--- config.mk ---
export PLATFORM = sky130hd
export DESIGN_NAME = lcd_bus_monitor
export DESIGN_NICKNAME = d
export VERILOG_FILES = /design/src/rtl/lcd_bus_monitor.sv
export SDC_FILE = /design/constraint.sdc
export NUM_CORES = 1
export LEC_CHECK = 0
export CORE_ASPECT_RATIO = 1.2
export CORE_MARGIN = 3
export CORE_UTILIZATION = 46
export CTS_CLUSTER_SIZE = 8
export DETAILED_ROUTE_END_ITERATION = 6
export PLACE_DENSITY_LB_ADDON = 0.08
export SLEW_MARGIN = 20
export SYNTH_ARGS = -nofsm -noshare
export SYNTH_HDL_FRONTEND = slang
export SYNTH_SLANG_ARGS = --single-unit
--- constraint.sdc ---
create_clock -name clk -period 1.8 [get_ports clk]
set_input_delay 0.36 -clock clk [delete_from_list [all_inputs] [get_ports clk]]
set_output_delay 0.36 -clock clk [all_outputs]
set_load 0.02 [all_outputs]
--- src/rtl/lcd_bus_monitor.sv ---
`default_nettype none
// ============================================================================
// Module   : lcd_bus_monitor
// Purpose  : Passive mirror of an HD44780-style character LCD parallel bus.
//            Samples E/RS/RW/DATA through a 2-stage synchronizer and treats
//            each falling edge of the synchronized E as one transaction.
//            Instruction writes update the address counter and display state.
//            Data writes land in a shadow copy of the two visible 16-char
//            lines.
// Ports    :
//   clk          system clock (same clock as the LCD controller)
//   rst          asynchronous reset, active-low
//   LCD_E        enable strobe, asynchronous to clk
//   LCD_RS       0 = instruction, 1 = data
//   LCD_RW       0 = write, 1 = read (reads are ignored)
//   LCD_DATA     bus data byte
//   o_line1      visible line 1, char 0 in [127:120], char 15 in [7:0]
//   o_line2      visible line 2, same packing
//   o_addr       DDRAM address counter (AC)
//   o_inc        entry-mode direction, 1 = increment
//   o_disp_on    display-on bit from the last Display On/Off instruction
//   o_init_done  sticky flag, set by Function Set with DL=1 and N=1
//   o_frame_done one-clock pulse when a data write to address 0x4F commits
// Revision : 1.0 - initial release
// ============================================================================
module lcd_bus_monitor #(
  parameter logic [7:0] BLANK = 8'h20
) (
  input  logic         clk,
  input  logic         rst,
  input  logic         LCD_E,
  input  logic         LCD_RS,
  input  logic         LCD_RW,
  input  logic [7:0]   LCD_DATA,
  output logic [127:0] o_line1,
  output logic [127:0] o_line2,
  output logic [6:0]   o_addr,
  output logic         o_inc,
  output logic         o_disp_on,
  output logic         o_init_done,
  output logic         o_frame_done
);

  // Bus layout inside the synchronizer: {E, RS, RW, DATA[7:0]}
  localparam int BUS_W = 11;

  // --------------------------------------------------------------------------
  // Input synchronizer and falling-edge detector.
  // All bus signals share the same two stages so the RS/RW/DATA used for a
  // transaction are the values captured alongside the synchronized E.
  // --------------------------------------------------------------------------
  logic [BUS_W-1:0] bus_s1;
  logic [BUS_W-1:0] bus_s2;
  logic             e_prev;

  always_ff @(posedge clk or negedge rst) begin
    if (!rst) begin
      bus_s1 <= '0;
      bus_s2 <= '0;
      e_prev <= 1'b0;
    end else begin
      bus_s1 <= {LCD_E, LCD_RS, LCD_RW, LCD_DATA};
      bus_s2 <= bus_s1;
      e_prev <= bus_s2[10];
    end
  end

  logic       e_sync;
  logic       rs_sync;
  logic       rw_sync;
  logic [7:0] data_sync;
  logic       e_fall;
  logic       wr_instr;
  logic       wr_data;

  assign e_sync    = bus_s2[10];
  assign rs_sync   = bus_s2[9];
  assign rw_sync   = bus_s2[8];
  assign data_sync = bus_s2[7:0];

  // A transaction is prev=1, now=0. Read cycles never change state.
  assign e_fall   = e_prev & ~e_sync;
  assign wr_instr = e_fall & ~rw_sync & ~rs_sync;
  assign wr_data  = e_fall & ~rw_sync &  rs_sync;

  // --------------------------------------------------------------------------
  // Address counter movement on the 2-line DDRAM map.
  // Line 1 occupies 0x00-0x27 and line 2 0x40-0x67; stepping off the end of
  // one line lands on the start of the other. Addresses in the holes
  // (0x28-0x3F, 0x68-0x7F) just step by one with 7-bit wrap.
  // --------------------------------------------------------------------------
  function automatic logic [6:0] ac_step(input logic [6:0] ac, input logic up);
    logic [6:0] nxt;
    if (up) begin
      if (ac == 7'h27)      nxt = 7'h40;
      else if (ac == 7'h67) nxt = 7'h00;
      else                  nxt = ac + 7'd1;
    end else begin
      if (ac == 7'h00)      nxt = 7'h67;
      else if (ac == 7'h40) nxt = 7'h27;
      else                  nxt = ac - 7'd1;
    end
    return nxt;
  endfunction

  // --------------------------------------------------------------------------
  // Shadow state
  // --------------------------------------------------------------------------
  logic [7:0] line1 [16];
  logic [7:0] line2 [16];
  logic [6:0] ac;
  logic       inc_mode;
  logic       disp_on;
  logic       init_done;
  logic       frame_done;

  // Only the first 16 columns of each line are visible and mirrored.
  logic       hit_line1;
  logic       hit_line2;
  logic [3:0] col;

  assign hit_line1 = (ac[6:4] == 3'b000);
  assign hit_line2 = (ac[6:4] == 3'b100);
  assign col       = ac[3:0];

  always_ff @(posedge clk or negedge rst) begin
    if (!rst) begin
      for (int i = 0; i < 16; i++) begin
        line1[i] <= BLANK;
        line2[i] <= BLANK;
      end
      ac         <= 7'h00;
      inc_mode   <= 1'b1;
      disp_on    <= 1'b0;
      init_done  <= 1'b0;
      frame_done <= 1'b0;
    end else begin
      frame_done <= 1'b0;

      if (wr_data) begin
        if (hit_line1) line1[col] <= data_sync;
        else if (hit_line2) line2[col] <= data_sync;
        // 0x4F is the last visible cell of line 2: a full screen refresh
        // written in increment mode ends here.
        if (ac == 7'h4F) frame_done <= 1'b1;
        ac <= ac_step(ac, inc_mode);
      end

      if (wr_instr) begin
        // Highest set bit selects the instruction.
        casez (data_sync)
          8'b1???????: ac <= data_sync[6:0];
          8'b01??????: ;  // CGRAM address: not mirrored
          8'b001?????: begin
            if (data_sync[4] && data_sync[3]) init_done <= 1'b1;
          end
          8'b0001????: ;  // cursor/display shift: not mirrored
          8'b00001???: disp_on  <= data_sync[2];
          8'b000001??: inc_mode <= data_sync[1];
          8'b0000001?: ac       <= 7'h00;
          8'b00000001: begin
            for (int i = 0; i < 16; i++) begin
              line1[i] <= BLANK;
              line2[i] <= BLANK;
            end
            ac       <= 7'h00;
            inc_mode <= 1'b1;
          end
          default: ;
        endcase
      end
    end
  end

  // --------------------------------------------------------------------------
  // Output packing: char 0 in the most significant byte.
  // --------------------------------------------------------------------------
  generate
    for (genvar g = 0; g < 16; g++) begin : g_pack
      assign o_line1[127-8*g -: 8] = line1[g];
      assign o_line2[127-8*g -: 8] = line2[g];
    end
  endgenerate

  assign o_addr       = ac;
  assign o_inc        = inc_mode;
  assign o_disp_on    = disp_on;
  assign o_init_done  = init_done;
  assign o_frame_done = frame_done;

endmodule
`default_nettype wire
==> results of run 1 <==
-- flip-flops by register name, summed over array words and instances (netlist names) --
register      cells
o_disp_on         1
e_prev            1
o_frame_done      1
o_line1         128
bus_s2           11
o_inc             1
o_line2         128
o_addr            7
o_init_done       1
bus_s1           11
-- final cells by class --
cell class	count	area (um^2)
well taps	330	413
inverters	6	22.5
fillers	1977	7100
clock buffers	71	1180
multi-input cells	892	5350
clock inverters	2	17.5
repair buffers	432	4460
flip-flops and latches	290	7310
-- timing repair --
action / in CTS / in global routing
pin swaps: 8 / 57
gates resized for setup: 315 / 234
cloned: 5 / 13
setup buffers: 9 / 12
hold buffers: 1 / 0
endpoints found under the hold margin: 34 / 0
setup endpoints to repair: 474 / 262
-- routing by layer --
| metal | global-route usage [%] | up-vias | share of wire (%) |
|---|---|---|---|
| met1 | 37.7 | 5800 | 39 |
| met5 | 0 | - | 0 |
| met4 | 9.29 | 0 | 2.9 |
| li1 | - | 5186 | - |
| met2 | 46.9 | 639 | 49 |
| met3 | 4.35 | 119 | 8.8 |
-- through the flow --
step | hold WS [ns] | TNS, ns | total power [mW] | std cells | util [%]
2_1_floorplan | 0.0644 | -9.37 | 9.87 | 1312 | -
3_3_place_gp | 0.310 | -1.78 | 12.1 | 1914 | 62.9
3_5_place_dp | 0.311 | -5.83 | 12.1 | 1914 | 62.9
4_1_cts | 0.270 | -1.57 | 19.2 | 2002 | 67.7
5_1_grt | 0.279 | -16.26 | 20.2 | 2023 | 72.5
6_report | 0.287 | -0.395 | 19.5 | 2023 | 72.5
-- cell families (layout without fill, tap and decap cells) --
family	after synthesis	in the layout	synth area share [%]
flip-flops	290	290	59.4
multiplexers	17	17	1.40
XOR/XNOR	4	4	0.285
buffers and inverters	130	511	5.00
adder cells (fa/ha/maj)	5	5	0.510
AO/OA/AOI/OAI	239	239	10.3
AND/OR/NAND/NOR	627	627	23.1
-- worst register-to-register path: cells and delay by family (launching register included) --
kind            cells  cell delay [ns]
simple gates        3             0.68
buf+inv             3             0.52
flops               1             0.41
compound gates      1             0.16
-- final timing paths --
check	to	from	cells past startpoint
max in group asynchronous	o_line2[21]	rst	3
max reg2reg	o_line1[97]	o_addr[5]	7
min reg2reg	bus_s2[3]	bus_s1[3]	0
max	o_line1[97]	o_addr[5]	7
min in group asynchronous	o_line1[3]	rst	2
min	bus_s1[5]	LCD_DATA[5]	1
-- cells in the mapped netlist (2+ instances only) --
cell type	instances	area, um^2
nor2_1	27	101
nor4_1	2	12.5
xnor2_1	2	17.5
a32oi_1	2	17.5
xor2_1	2	17.5
buf_2	47	235
inv_1	6	22.5
nor3_1	4	20.0
o31ai_1	2	15.0
buf_6	3	33.8
mux2i_1	16	160
a221oi_1	3	26.3
nand3b_1	2	15.0
o21ai_0	6	30.0
dfrtp_1	257	6430
nand2_1	287	1080
dfstp_2	33	867
a2bb2oi_1	2	17.5
buf_4	12	90.1
o211ai_1	3	22.5
ha_1	5	62.6
clkbuf_1	57	214
nand4_1	3	18.8
nand2b_1	2	12.5
buf_1	5	18.8
a21oi_1	213	1070
o221ai_1	2	17.5
and2_1	6	37.5
nand3_1	276	1380
nor2_2	6	37.5
-- power groups by stage --
stage	sequential, mW	clock [mW]	combinational (mW)
after floorplan	8.29	0	1.58
after global placement	7.69	0	4.36
after detailed placement	7.70	0	4.40
after CTS	7.59	7.27	4.31
after global routing	7.67	7.58	5.00
final	7.61	7.20	4.69
==> impl_metrics.tcl, run 1 <==
set metrics [dict create \
    ys_seq_elements 290 \
    layout_commonest_cell "dlygate4sd2_1" \
    num_rows 64 \
    core_area_um2 25900 \
    layout.nets 1682 \
    final_cell_mix "260 x dlygate4sd2_1, 249 x nand2_1, 244 x dfrtp_1, 219 x nand3_1, 122 x a21oi_1" \
    via_count 11700 \
    combPwrFrac_pct 24.1 \
    maxSlewViolCount 0 \
    worstPathMaxFanout 9 \
    cts_sinks 290 \
    hp-class "input port to flop" \
    clockPowerShare_pct 36.9 \
    violations "setup timing" \
    antenna_found_initial 0 \
    p_per_area_nw_per_um2 1040 \
    intPower_mw 13.5 \
    drt_iter0_drc 902 \
    swShare_pct 31.0 \
    cts_buffers 42 \
    grt_usage_pct 28.0 \
    cts_root_buffer "clkbuf_16" \
    num_io_pins 280 \
    max-vdd-ir-drop_uv 678 \
    dieArea_um2 28700 \
    netlist_instances 1312 \
    initial_utilization_pct 47.5 \
    drt-pass1-iter-count 6 \
    status "complete, but fails checks" \
    cp_num_buf_inv 3 \
    p_leak_nw 9.31 \
    syn-num-nets 1330 \
    cp_cell_sequence "or3_4 > buf_12 > nor3_4 > buf_6 > clkbuf_16 > nand3_1 > a21oi_1" \
    switching_power_mw 6.05 \
    stdcell_area_um2 18800 \
    clk_path_buf_depth 3 \
    gr-total-overflow 0 \
    drc 0 \
    vias_per_cell 5.81 \
    die_h_um 185 \
    grt_pass1_vias 11300 \
    worst_pin_slew_ns 0.690 \
    fmax_mhz 542 \
    ys.flop_type "dfrtp_1" \
    grt_pass1_wl_mm 63.9 \
    placed_cell_area_um2 16300 \
    required_ns 2.23 \
    cp-start-kind "flop" \
    max_cap_viol_count 0 \
    endpoint_kind "flop" \
    antennaDiodeCount 0 \
    finalCritPeriodShare_pct 103 \
    slew_headroom_pct 54.0 \
    crit_family "simple AND/OR/NAND/NOR gates" \
    drive_gt1_share_pct 27.1 \
    ant_nets 0 \
    critical_path_arrival_ns 2.27 \
    fin_crit_ns 1.85 \
    fin_skew_ns 0.0206 \
    yosysSeqAreaShare_pct 59.4 \
    setup_slack_ns -0.0457 \
    slowest_stage "dfrtp_2" \
    wl_per_cell_um 21.8 \
    async_flop_share_pct 100 \
    worstSetupPathType "flop to flop" \
    portBuffers 279 \
    grt_max_degree 55 \
    dp_slack_ns -0.123 \
    clk_pin_slew_worst_paths_ns 0.05 \
    rsz0062_at_grt "true" \
    yosysWarnings 0 \
    htree_levels 2 \
    area_growth_pct 52.8 \
    p_seq_share_pct 39.0 \
    hold_viol_final 0 \
    rrSetupSlack_ns -0.05 \
    die_w_um 155 \
    ys_types 49 \
    finalSetupViolCount 29 \
    cts_tree "built" \
    gpl.final_weighted_congestion 0.929 \
    slowest_delay_ns 0.41 \
    dp_hpwl_mm 25.8 \
    synth.cell_area_um2 12300 \
    clk-insertion-delay-late_ns 0.52 \
    synth_edf_count 0 \
    syn_avg_cell_area_um2 9.36 \
    finalWirelength_mm 44.0 \
]
(Power assumes the default switching activity.)
==> run 2: changes to the inputs <==
--- a/config.mk
+++ b/config.mk
@@ -10,6 +10,7 @@
 export CORE_UTILIZATION = 46
 export CTS_CLUSTER_SIZE = 8
 export DETAILED_ROUTE_END_ITERATION = 6
+export MAX_ROUTING_LAYER = met4
 export PLACE_DENSITY_LB_ADDON = 0.08
 export SLEW_MARGIN = 20
 export SYNTH_ARGS = -nofsm -noshare
==> run 2 against run 1 <==
The run still ends with setup timing left; hold slack gained 0.0020 ns; cell area increased by 2.6%; via count grew 1.1%; largest cell class unchanged; highest routed layer unchanged.
==> impl_metrics.tcl, run 2 (synthesized netlist as in run 1, its figures left out) <==
set metrics [dict create \
    status "complete, but fails checks" \
    violations "setup timing" \
    finalCritPeriodShare_pct 106 \
    required_ns 2.20 \
    via_count 11900 \
    dp_hpwl_mm 26.2 \
    cts_buffers 42 \
    finalSetupViolCount 209 \
    wirelength_met1_mm 17.7 \
    fmax_mhz 523 \
    grt_usage_pct 28.7 \
    core_area_um2 25900 \
    cp_num_buf_inv 2 \
    cts_tree "built" \
    p_leak_nw 9.37 \
    antennaDiodeCount 0 \
    wl_met3_mm 3.88 \
    antenna_found_initial 0 \
    cp_cell_sequence "nor4b_4 > nor3b_4 > and3_4 > buf_12 > clkbuf_16 > a21oi_1" \
    max_cap_viol_count 0 \
    worst_pin_slew_ns 0.735 \
    layout_commonest_cell "dlygate4sd2_1" \
    setup_slack_ns -0.112 \
    final_cell_mix "258 x dlygate4sd2_1, 245 x nand2_1, 244 x dfrtp_1, 212 x nand3_1, 128 x a21oi_1" \
    drt_iter0_drc 1021 \
    drt-pass1-iter-count 5 \
    cp-start-kind "flop" \
    cts_root_buffer "clkbuf_16" \
    worstSetupPathType "flop to flop" \
    clk_pin_slew_worst_paths_ns 0.05 \
    num_rows 64 \
    slowest_stage "dfrtp_2" \
    gpl.final_weighted_congestion 0.902 \
    initial_utilization_pct 47.5 \
    gr-total-overflow 0 \
    drive_gt1_share_pct 28.5 \
    holdPathStages 1 \
    num_io_pins 280 \
    area_growth_pct 56.7 \
    fin_skew_ns 0.0210 \
    grt_pass1_vias 11300 \
    endpoint_kind "flop" \
    drc 0 \
    vias_per_cell 5.81 \
    total_power_mw 19.6 \
    rsz0062_at_grt "true" \
    worstPathMaxFanout 11 \
    wl_per_cell_um 22.2 \
    htree_levels 2 \
    clk_path_buf_depth 3 \
    grt_max_degree 60 \
    dieArea_um2 28700 \
    clk-insertion-delay-late_ns 0.52 \
    finalWirelength_mm 45.5 \
    slowest_delay_ns 0.44 \
    ant_nets 0 \
    cts_sinks 290 \
    crit_family "simple AND/OR/NAND/NOR gates" \
    layout.nets 1702 \
    grt_pass1_wl_mm 63.7 \
    met2_length_mm 22.4 \
    die_w_um 155 \
    hold_viol_final 0 \
    hp-class "input port to flop" \
    r2r_cells 6 \
    top_layer "met4" \
    p_per_area_nw_per_um2 1020 \
    die_h_um 185 \
    max-vdd-ir-drop_uv 741 \
    portBuffers 279 \
    maxSlewViolCount 0 \
    path_depth 6 \
    slew_headroom_pct 51.0 \
    fin_crit_ns 1.91 \
    utilization_pct 74.4 \
    critical_path_arrival_ns 2.31 \
]
run 2: cell types whose count changed in the layout (fill, tap and decap cells not counted), sizes merged:
cell and delta:
clkdlybuf4s15 +3, buf +14, clkbuf +8, dlygate4sd2 -2, dlymetal6s2s -1
run 2: cell type report:
class                   instances  area (um^2)
flip-flops and latches        290         7310
clock inverters                 2         17.5
multi-input cells             892         5470
inverters                       6         22.5
repair buffers                452         4810
fillers                      1871         6620
clock buffers                  73         1190
well taps                     330          413
run 2: worst paths after layout:
kind,from,end,slack [ns]
max in group asynchronous,rst,o_line2[85],0.81
hold / removal,LCD_DATA[6],bus_s1[6],0.29
hold reg to reg,bus_s1[4],bus_s2[4],0.34
min in group asynchronous,rst,o_line1[90],0.32
setup / recovery,bus_s2[10],o_line2[82],-0.11
setup reg to reg,bus_s2[10],o_line2[82],-0.11
run 2: per-stage QoR:
step	std cells	area, um^2	hold slack, ns	setup WS, ns	setup TNS [ns]
final	2045	19200	0.289	-0.112	-11.60
after global routing	2045	19200	0.289	-0.141	-20.49
after CTS	2003	17400	0.273	-0.00215	-0.00215
after detailed placement	1917	16300	0.257	-0.101	-5.13
after global placement	1917	16300	0.258	-0.0904	-4.03
after floorplan	1312	12400	0.0644	-0.219	-9.37
run 2: report_power, final:
part	leakage (nW)	switching, mW	internal, mW	total [mW]
Sequential	3.84	0.435	7.17	7.61
Clock	0.574	2.82	4.44	7.25
Combinational	4.96	2.84	1.89	4.73
run 2: worst register-to-register path, stage by stage (launching register included):
cell and delay, ns:
dfrtp_2 0.44, nor4b_4 0.31, nor3b_4 0.25, and3_4 0.32
buf_12 0.21, clkbuf_16 0.21, a21oi_1 0.05
run 2: timing repair:
| item | CTS | global route |
|---|---|---|
| resized for setup | 303 | 270 |
| gates cloned | 2 | 21 |
| setup buffers | 8 | 24 |
| hold buffers | 1 | 0 |
| endpoints found under the setup margin | 471 | 254 |
| pin swaps | 2 | 60 |
| endpoints found under the hold margin | 24 | 0 |
run 2: routing by layer:
layer,up-vias,GRT usage (%)
met5,-,-
met4,0,9.75
met3,118,4.42
met2,686,45.3
met1,5836,38.4
li1,5234,-
==> run 3: changes to the inputs <==
--- a/config.mk
+++ b/config.mk
@@ -10,6 +10,7 @@
 export CORE_UTILIZATION = 46
 export CTS_CLUSTER_SIZE = 8
 export DETAILED_ROUTE_END_ITERATION = 6
+export GPL_ROUTABILITY_DRIVEN = 1
 export MAX_ROUTING_LAYER = met4
 export PLACE_DENSITY_LB_ADDON = 0.08
 export SLEW_MARGIN = 20
==> results of run 3 <==
Final layout, timing and power as in run 2 (identical DEF).
